## config.mk

```make
export PLATFORM = sky130hd
export DESIGN_NAME = pwm_deadtime
export DESIGN_NICKNAME = d
export VERILOG_FILES = /design/src/rtl/fcc_pwm_pkg.sv /design/src/rtl/dt_leg.sv /design/src/rtl/pwm_deadtime.sv
export SDC_FILE = /design/constraint.sdc
export NUM_CORES = 1
export LEC_CHECK = 0
export BUFFER_PORTS_ARGS = -buffer_cell sky130_fd_sc_hd__buf_2
export CELL_PAD_IN_SITES_DETAIL_PLACEMENT = 1
export CELL_PAD_IN_SITES_GLOBAL_PLACEMENT = 2
export CORE_ASPECT_RATIO = 0.75
export CORE_UTILIZATION = 40
export CTS_BUF_LIST = sky130_fd_sc_hd__clkbuf_4
export DETAILED_ROUTE_END_ITERATION = 8
export PLACE_DENSITY = 0.9
export SETUP_SLACK_MARGIN = 0.1
export SYNTH_ARGS = -nofsm -noshare
export SYNTH_HDL_FRONTEND = slang
export SYNTH_HIERARCHICAL = 1
export SYNTH_SLANG_ARGS = --single-unit
```

## constraint.sdc

```tcl
create_clock -name clk_i -period 2.86 [get_ports clk_i]
set_input_delay 0.286 -clock clk_i [delete_from_list [all_inputs] [get_ports clk_i]]
set_output_delay 0.286 -clock clk_i [all_outputs]
set_load 0.02 [all_outputs]
```

## src/rtl/fcc_pwm_pkg.sv

```systemverilog
// Shared types and constants for the flying-capacitor PWM gate stage.
// Leg FSM state encoding, default dead time and gate index within a pair.
package fcc_pwm_pkg;

  typedef enum logic [2:0] {
    LEG_OFF,
    LEG_DT_HI,
    LEG_HI,
    LEG_DT_LO,
    LEG_LO
  } leg_state_e;

  localparam int DEAD_CYCLES_DEFAULT = 27;

  localparam int HS = 0;
  localparam int LS = 1;

endpackage

```

## src/rtl/dt_leg.sv

```systemverilog
// One complementary switch pair: FSM plus dead-time counter.
// Ports: clk_i, rst_ni, kill_i (force off), cmd_i (1 = high side), hs_o, ls_o, dead_o.
module dt_leg
  import fcc_pwm_pkg::*;
#(
  parameter int DeadCycles = DEAD_CYCLES_DEFAULT,
  parameter int CountWidth = 8
) (
  input  logic clk_i,
  input  logic rst_ni,
  input  logic kill_i,
  input  logic cmd_i,
  output logic hs_o,
  output logic ls_o,
  output logic dead_o
);

  localparam logic [CountWidth-1:0] LastCnt =
    CountWidth'(DeadCycles - 1);

  leg_state_e            r_state;
  logic [CountWidth-1:0] r_cnt;

  always_ff @(posedge clk_i) begin
    if (!rst_ni) begin
      r_state <= LEG_OFF;
      r_cnt   <= '0;
    end else if (kill_i) begin
      r_state <= LEG_OFF;
      r_cnt   <= '0;
    end else begin
      case (r_state)
        LEG_OFF: begin
          // start-up always passes through a full dead interval
          r_state <= cmd_i ? LEG_DT_HI : LEG_DT_LO;
          r_cnt   <= '0;
        end
        LEG_LO: begin
          if (cmd_i) begin
            r_state <= LEG_DT_HI;
            r_cnt   <= '0;
          end
        end
        LEG_HI: begin
          if (!cmd_i) begin
            r_state <= LEG_DT_LO;
            r_cnt   <= '0;
          end
        end
        LEG_DT_HI: begin
          // an abort restarts the interval toward the other side
          if (!cmd_i) begin
            r_state <= LEG_DT_LO;
            r_cnt   <= '0;
          end else if (r_cnt == LastCnt) begin
            r_state <= LEG_HI;
            r_cnt   <= '0;
          end else begin
            r_cnt <= r_cnt + CountWidth'(1);
          end
        end
        LEG_DT_LO: begin
          if (cmd_i) begin
            r_state <= LEG_DT_HI;
            r_cnt   <= '0;
          end else if (r_cnt == LastCnt) begin
            r_state <= LEG_LO;
            r_cnt   <= '0;
          end else begin
            r_cnt <= r_cnt + CountWidth'(1);
          end
        end
        default: begin
          r_state <= LEG_OFF;
          r_cnt   <= '0;
        end
      endcase
    end
  end

  assign hs_o   = (r_state == LEG_HI);
  assign ls_o   = (r_state == LEG_LO);
  assign dead_o = (r_state == LEG_DT_HI) |
                  (r_state == LEG_DT_LO);

endmodule

```

## src/rtl/pwm_deadtime.sv

```systemverilog
// Dead-time gate stage for the 3-level FCC: two legs, enable, fault latch.
// Ports: clk_i, rst_ni, enable_i, pwm_i[1:0], fault_i, clear_i -> pwm_o[3:0], fault_o, dead_o[1:0].
module pwm_deadtime
  import fcc_pwm_pkg::*;
#(
  parameter int DeadCycles = DEAD_CYCLES_DEFAULT,
  parameter int CountWidth = 8
) (
  input  logic       clk_i,
  input  logic       rst_ni,
  input  logic       enable_i,
  input  logic [1:0] pwm_i,
  input  logic       fault_i,
  input  logic       clear_i,
  output logic [3:0] pwm_o,
  output logic       fault_o,
  output logic [1:0] dead_o
);

  generate
    if (DeadCycles < 1 || DeadCycles > 255) begin : g_bad_dead
      $error("DeadCycles must be in 1..255");
    end
    if ((64'd1 << CountWidth) <= 64'(DeadCycles)) begin : g_bad_width
      $error("CountWidth too small for DeadCycles");
    end
  endgenerate

  logic [1:0] r_cmd_q;
  logic       r_fault_q;
  logic       w_kill;

  always_ff @(posedge clk_i) begin
    if (!rst_ni) begin
      r_cmd_q   <= 2'b00;
      r_fault_q <= 1'b0;
    end else begin
      r_cmd_q <= pwm_i;
      // a trip present in the same cycle as a clear keeps the latch set
      if (fault_i)
        r_fault_q <= 1'b1;
      else if (clear_i)
        r_fault_q <= 1'b0;
    end
  end

  assign w_kill  = r_fault_q | ~enable_i;
  assign fault_o = r_fault_q;

  for (genvar k = 0; k < 2; k++) begin : g_leg
    dt_leg #(
      .DeadCycles (DeadCycles),
      .CountWidth (CountWidth)
    ) u_leg (
      .clk_i  (clk_i),
      .rst_ni (rst_ni),
      .kill_i (w_kill),
      .cmd_i  (r_cmd_q[k]),
      .hs_o   (pwm_o[2*k+HS]),
      .ls_o   (pwm_o[2*k+LS]),
      .dead_o (dead_o[k])
    );
  end

endmodule

```

* Word-level counts from Yosys, hierarchy flattened
Cells that the tools add are included.
Cells by class: $add $sub $neg 2, $mul 0, div/mod/pow operators 0, order comparisons 0, equality and inequality tests 18, shift-type cells 0, multiplexer cells 30, bitwise logic cells 5, reduce and logical (&&, ||, !) cells 8
Operator list (number):
- $mux 8 | 10
- $pmux 8 s4 | 2
- $mux 3 | 12
- $pmux 3 s5 | 2
- $add 8x1->8 const B | 2
- $eq 8x5->1 const B | 2
- $eq 3x2->1 const B | 4
- $ne 3x2->1 const B | 4
- $ne 2x2->1 const B | 4
- $reduce_and 4->1 | 2
- $eq 3x1->1 const B | 2
- $eq 3x3->1 const B | 2
- $logic_not 3->1 | 2
- $mux 2 | 2
- $reduce_and 2->1 | 2
- $or 1x1->1 | 3
- $mux 1 | 2
- $not 1->1 | 2
- $reduce_bool 2->1 | 1
- $reduce_or 2->1 | 1
Storage, ports and cells: register bits 25, bits in latches 0, memory bits (writable) 0, memory bits (read-only) 0, logic and storage cells 69, memories kept 0

* Depth between registers and ports, before layout
depth after elaboration 4, mapped depth 7, depth with buffers taken out 6

* Cells and area by module
The synthesis kept the hierarchy.
By module, submodules not included:
- dt_leg at g_leg[0].u_leg | instances 1, cells each 79, area each 686.9 µm²
- dt_leg at g_leg[1].u_leg | instances 1, cells each 87, area each 680.7 µm²
- pwm_deadtime | instances 1, cells each 8, area each 100.1 µm²

* Worst setup path after synthesis
Ideal clock, no wire load.
path kind flip-flop to flip-flop, from register g_leg[1].u_leg.r_state[2], to register g_leg[1].u_leg.r_cnt[3], setup time 0.130 ns, arrival time 1.559 ns, required time 2.730 ns, slack 1.171 ns, stages on the path, launching flop included 5, path buffers 0, clock period less this slack 1.689 ns, path through dfxtp_1 nor3b_1 mux2_4 nand4b_1 a31oi_1
Between the ends: longest elaborated chain between the ends 3, elaborated cells between the ends (all ways) 8, those cells by class 6 x eq/ne; 1 x mux; 1 x reduce/logical
Ends and longest elaborated chain:
- start, declared | RTL line dt_leg.sv:21 | leg_state_e r_state;
- start signal, assigned | RTL line dt_leg.sv:35 | r_state <= cmd_i ? LEG_DT_HI : LEG_DT_LO;
- $eq 3x3->1 (*)
- named net pwm_o[3] | RTL line pwm_deadtime.sv:15 | output logic [3:0] pwm_o,
- $ne 2x2->1 (no source line)
- $reduce_and 2->1 (no source line)
- end signal, assigned | RTL line dt_leg.sv:59 | r_cnt <= r_cnt + CountWidth'(1);
- end signal, assigned | RTL line dt_leg.sv:70 | r_cnt <= r_cnt + CountWidth'(1);
- end, declared | RTL line dt_leg.sv:22 | logic [CountWidth-1:0] r_cnt;
Mark *: on every way through the listed nets, which the timed path passes. The rest lies on a longest branch. A chain may end at the register's enable or synchronous reset.

* Final worst setup path
from register g_leg[0].u_leg.r_state[2], to output port pwm_o[1]
Between the ends: longest elaborated chain between the ends 1
Ends and longest elaborated chain:
- start, declared | RTL line dt_leg.sv:21
- start signal, assigned | RTL line dt_leg.sv:35
- $eq 3x3->1 | RTL line dt_leg.sv:82 | assign ls_o = (r_state == LEG_LO);
- end, declared | RTL line pwm_deadtime.sv:15
Every way passes these cells.

==> flow_summary.json <==
{
  "status": "complete, no violations",
  "cts_max_level": 1,
  "synth_seq_cells": 25,
  "fmax_ghz": 0.564,
  "multi_input_area_um2": 878,
  "finalWorstSetupSlack_ps": 1090,
  "fin_crit_ps": 1770,
  "synthArstFlopShare_pct": 0,
  "post_cts_buffers": 0,
  "clock_latency_ps": 320,
  "syn_area_per_cell_um2": 8.43,
  "cts_max_path_buffers": 2,
  "numCtsBuffers": 3,
  "antenna_left": 0,
  "timing.rr.start": "g_leg[0].u_leg/r_cnt[0]",
  "rsz0062_at_grt": "no",
  "grt_max_degree": 16,
  "synth_cells": 174,
  "dr_total_vias": 1302,
  "worst_pin_slew_ps": 578,
  "vias_per_cell": 5.64,
  "die_y_um": 54.5,
  "die_w_um": 71.9,
  "cp_slowest_cell": "dfxtp_1",
  "power_density_nw_per_um2": 379,
  "num_rows": 18,
  "setup-tns-final_ps": 0,
  "grt.total_usage_pct": 18.5,
  "final.setup_skew_ps": 2.18,
  "syn-cell-area_um2": 1470,
  "dp_slack_ps": 1150,
  "min_from": "pwm_i[1]",
  "min_to": "r_cmd_q[1]",
  "drt-total-wl_um": 3380,
  "worstPathArrival_ps": 1490,
  "syn_to_final_growth_pct": 5.80,
  "drt_iter0_markers": 72,
  "tritoncts": "yes",
  "slowest_delay_ps": 470,
  "nNetsFinal": 193,
  "maxSlewViolCount": 0,
  "ys_types": 43,
  "grt_pass1_wl_um": 5600,
  "grt_pass1_vias": 1207,
  "gr-total-overflow": 0,
  "fill_cells": 412,
  "cts.sinks": 25,
  "cp-end-kind": "output pin",
  "slew_headroom_pct": 61.3,
  "cp_max_fo": 7,
  "seqCellArea_um2": 500,
  "r2r_cells": 6,
  "critical_path_required_ps": 2570,
  "setup_viol": 0,
  "irDropWorstVdd_mv": 0.242,
  "dieArea_um2": 3920,
  "synthFlopType": "dfxtp_1",
  "p_leak_nw": 0.533,
  "place_congestion": 0.747,
  "antenna-diode-count": 0,
  "reg2reg_to": "g_leg[0].u_leg/r_cnt[3]",
  "hpwlAfterDp_um": 2470,
  "hold_depth": 2,
  "ctsHoldBuffers": 0,
  "hold_viol": 0,
  "wl_per_cell_um": 14.6,
  "root_buffer": "clkbuf_4",
  "core-area_um2": 3400,
  "pin_count": 14,
  "crit_type": "flip-flop to output pin",
  "critPathLaunchType": "flip-flop",
  "hold_class": "primary input to flip-flop",
  "maxCapViolations": 0,
  "synth_edf_count": 0,
  "path_cells": "nor3b_1 > buf_2",
  "drc": 0,
  "start_util_pct": 43.2,
  "io_buffers": 13,
  "syn-num-nets": 185,
  "worst-r2r-setup-slack_ps": 1100,
  "clkTransAtPathRegs_ps": 140,
  "cts_resized": 0,
  "ys_seq_area_share_pct": 34.1,
  "finalCritPeriodShare_pct": 62.0,
  "drtPass1Iterations": 4,
  "drive_gt1_share_pct": 13.3,
  "antenna_found_initial": 0,
  "ys_warn_count": 6
}
==> registers in the layout, indices dropped and copies added, names as in the netlist <==
name and cells:
g_leg.u_leg/r_cnt 16, g_leg.u_leg/r_state 6, r_cmd_q 2, fault_o 1
==> worst max-delay path, delay by kind of cell (launching register included) <==
kind          cells  cell delay, ps
flops             1             470
buf+inv           1             250
simple gates      1             440
==> Yosys cell counts, types with 2 or more instances <==
| master | number | area [µm²] |
|---|---|---|
| inv_1 | 5 | 18.8 |
| nand3_1 | 12 | 60.1 |
| o21ai_0 | 2 | 10.0 |
| buf_2 | 2 | 10.0 |
| clkbuf_1 | 3 | 11.3 |
| nand2_1 | 19 | 71.3 |
| nand2b_1 | 4 | 25.0 |
| buf_6 | 3 | 33.8 |
| dfxtp_1 | 25 | 500 |
| buf_4 | 2 | 15.0 |
| or4_1 | 2 | 15.0 |
| a21oi_1 | 11 | 55.1 |
| o211a_1 | 2 | 20.0 |
| nand3b_1 | 2 | 15.0 |
| mux2i_1 | 3 | 30.0 |
| o211ai_1 | 3 | 22.5 |
| nand4_1 | 4 | 25.0 |
| or3_1 | 3 | 18.8 |
| nor3b_1 | 3 | 22.5 |
| a31oi_1 | 12 | 75.1 |
| and2_1 | 4 | 25.0 |
| nor2b_1 | 5 | 31.3 |
| ha_1 | 4 | 50.1 |
| o21a_1 | 5 | 37.5 |
| nor3_1 | 9 | 45.0 |
| nor2_1 | 8 | 30.0 |
==> report_power, final <==
group          leakage [nW]  switching [mW]  total (mW)  internal (mW)
Combinational         0.313          0.0348      0.0606         0.0258
Clock                0.0177           0.109       0.161         0.0525
Sequential            0.203          0.0128       0.367          0.355
Total                 0.533           0.156       0.589          0.433
==> final cells by class <==
cell class              count  share of cell area (%)
clock inverters             1                   0.322
repair buffers             13                    4.19
multi-input cells         134                    56.6
well taps                  50                    4.03
flip-flops and latches     25                    32.2
inverters                   5                    1.21
clock buffers               3                    1.45
==> worst max-delay path by stage <==
stage	start	endpoint	slack, ps	cells after the start
after detailed placement	g_leg[0].u_leg/r_cnt[0]	g_leg[0].u_leg/r_cnt[3]	1150	6
after global placement	g_leg[0].u_leg/r_cnt[0]	g_leg[0].u_leg/r_cnt[3]	1170	6
after floorplan	g_leg[1].u_leg/r_state[2]	g_leg[1].u_leg/r_cnt[3]	1170	4
final	g_leg[0].u_leg/r_state[2]	pwm_o[1]	1090	2
after CTS	g_leg[0].u_leg/r_state[2]	pwm_o[1]	1070	2
after global routing	g_leg[0].u_leg/r_state[1]	pwm_o[1]	970	2
==> layer usage <==
layer / vias to the layer above / share of wire, % / global-route usage [%]
met2: 23 / 46 / 30.3
met3: 5 / 3.0 / 4.42
met1: 625 / 50 / 25.0
li1: 649 / - / -
met5: - / 0 / 0
met4: 0 / 0.86 / 4.25
==> cells in the final DEF (no fill, tap or decap), types with 2 or more instances in the layout <==
| cell type | instances |
|---|---|
| or3_1 | 3 |
| buf_2 | 13 |
| a31oi_1 | 12 |
| nand2b_1 | 4 |
| nand2_1 | 19 |
| and2_1 | 4 |
| o211a_1 | 2 |
| nor2_1 | 8 |
| inv_1 | 5 |
| o21ai_0 | 2 |
| mux2i_1 | 3 |
| dfxtp_1 | 25 |
| a21oi_1 | 11 |
| nand3b_1 | 2 |
| clkbuf_4 | 3 |
| or4_1 | 2 |
| nand4_1 | 4 |
| ha_1 | 4 |
| o211ai_1 | 3 |
| o21a_1 | 5 |
| nand3_1 | 12 |
| nor2b_1 | 5 |
| nor3_1 | 9 |
| nor3b_1 | 3 |
==> kinds of logic (layout without fill, tap and decap cells) <==
logic type                 Yosys count  count (layout)  share of synthesized area, %
buffers and inverters               15              22                          6.05
and+or+nand+nor                     82              82                          30.8
AOI/OAI and AO/OA                   42              42                          20.1
adders and majority gates            4               4                          3.41
xor gates and xnor gates             2               2                          2.47
DFF                                 25              25                          34.1
muxes                                4               4                          3.07
==> metrics by stage <==
step | hold WS (ps) | cells | area, µm² | power (mW) | utilization [%]
6_report | 158 | 231 | 1550 | 0.589 | 45.7
4_1_cts | 139 | 231 | 1550 | 0.602 | 45.7
3_3_place_gp | 471 | 227 | 1530 | 0.433 | 44.8
3_5_place_dp | 495 | 227 | 1530 | 0.437 | 44.8
5_1_grt | 130 | 231 | 1550 | 0.619 | 45.7
2_1_floorplan | 403 | 174 | 1470 | 0.423 | -
(Power assumes the default switching activity.)
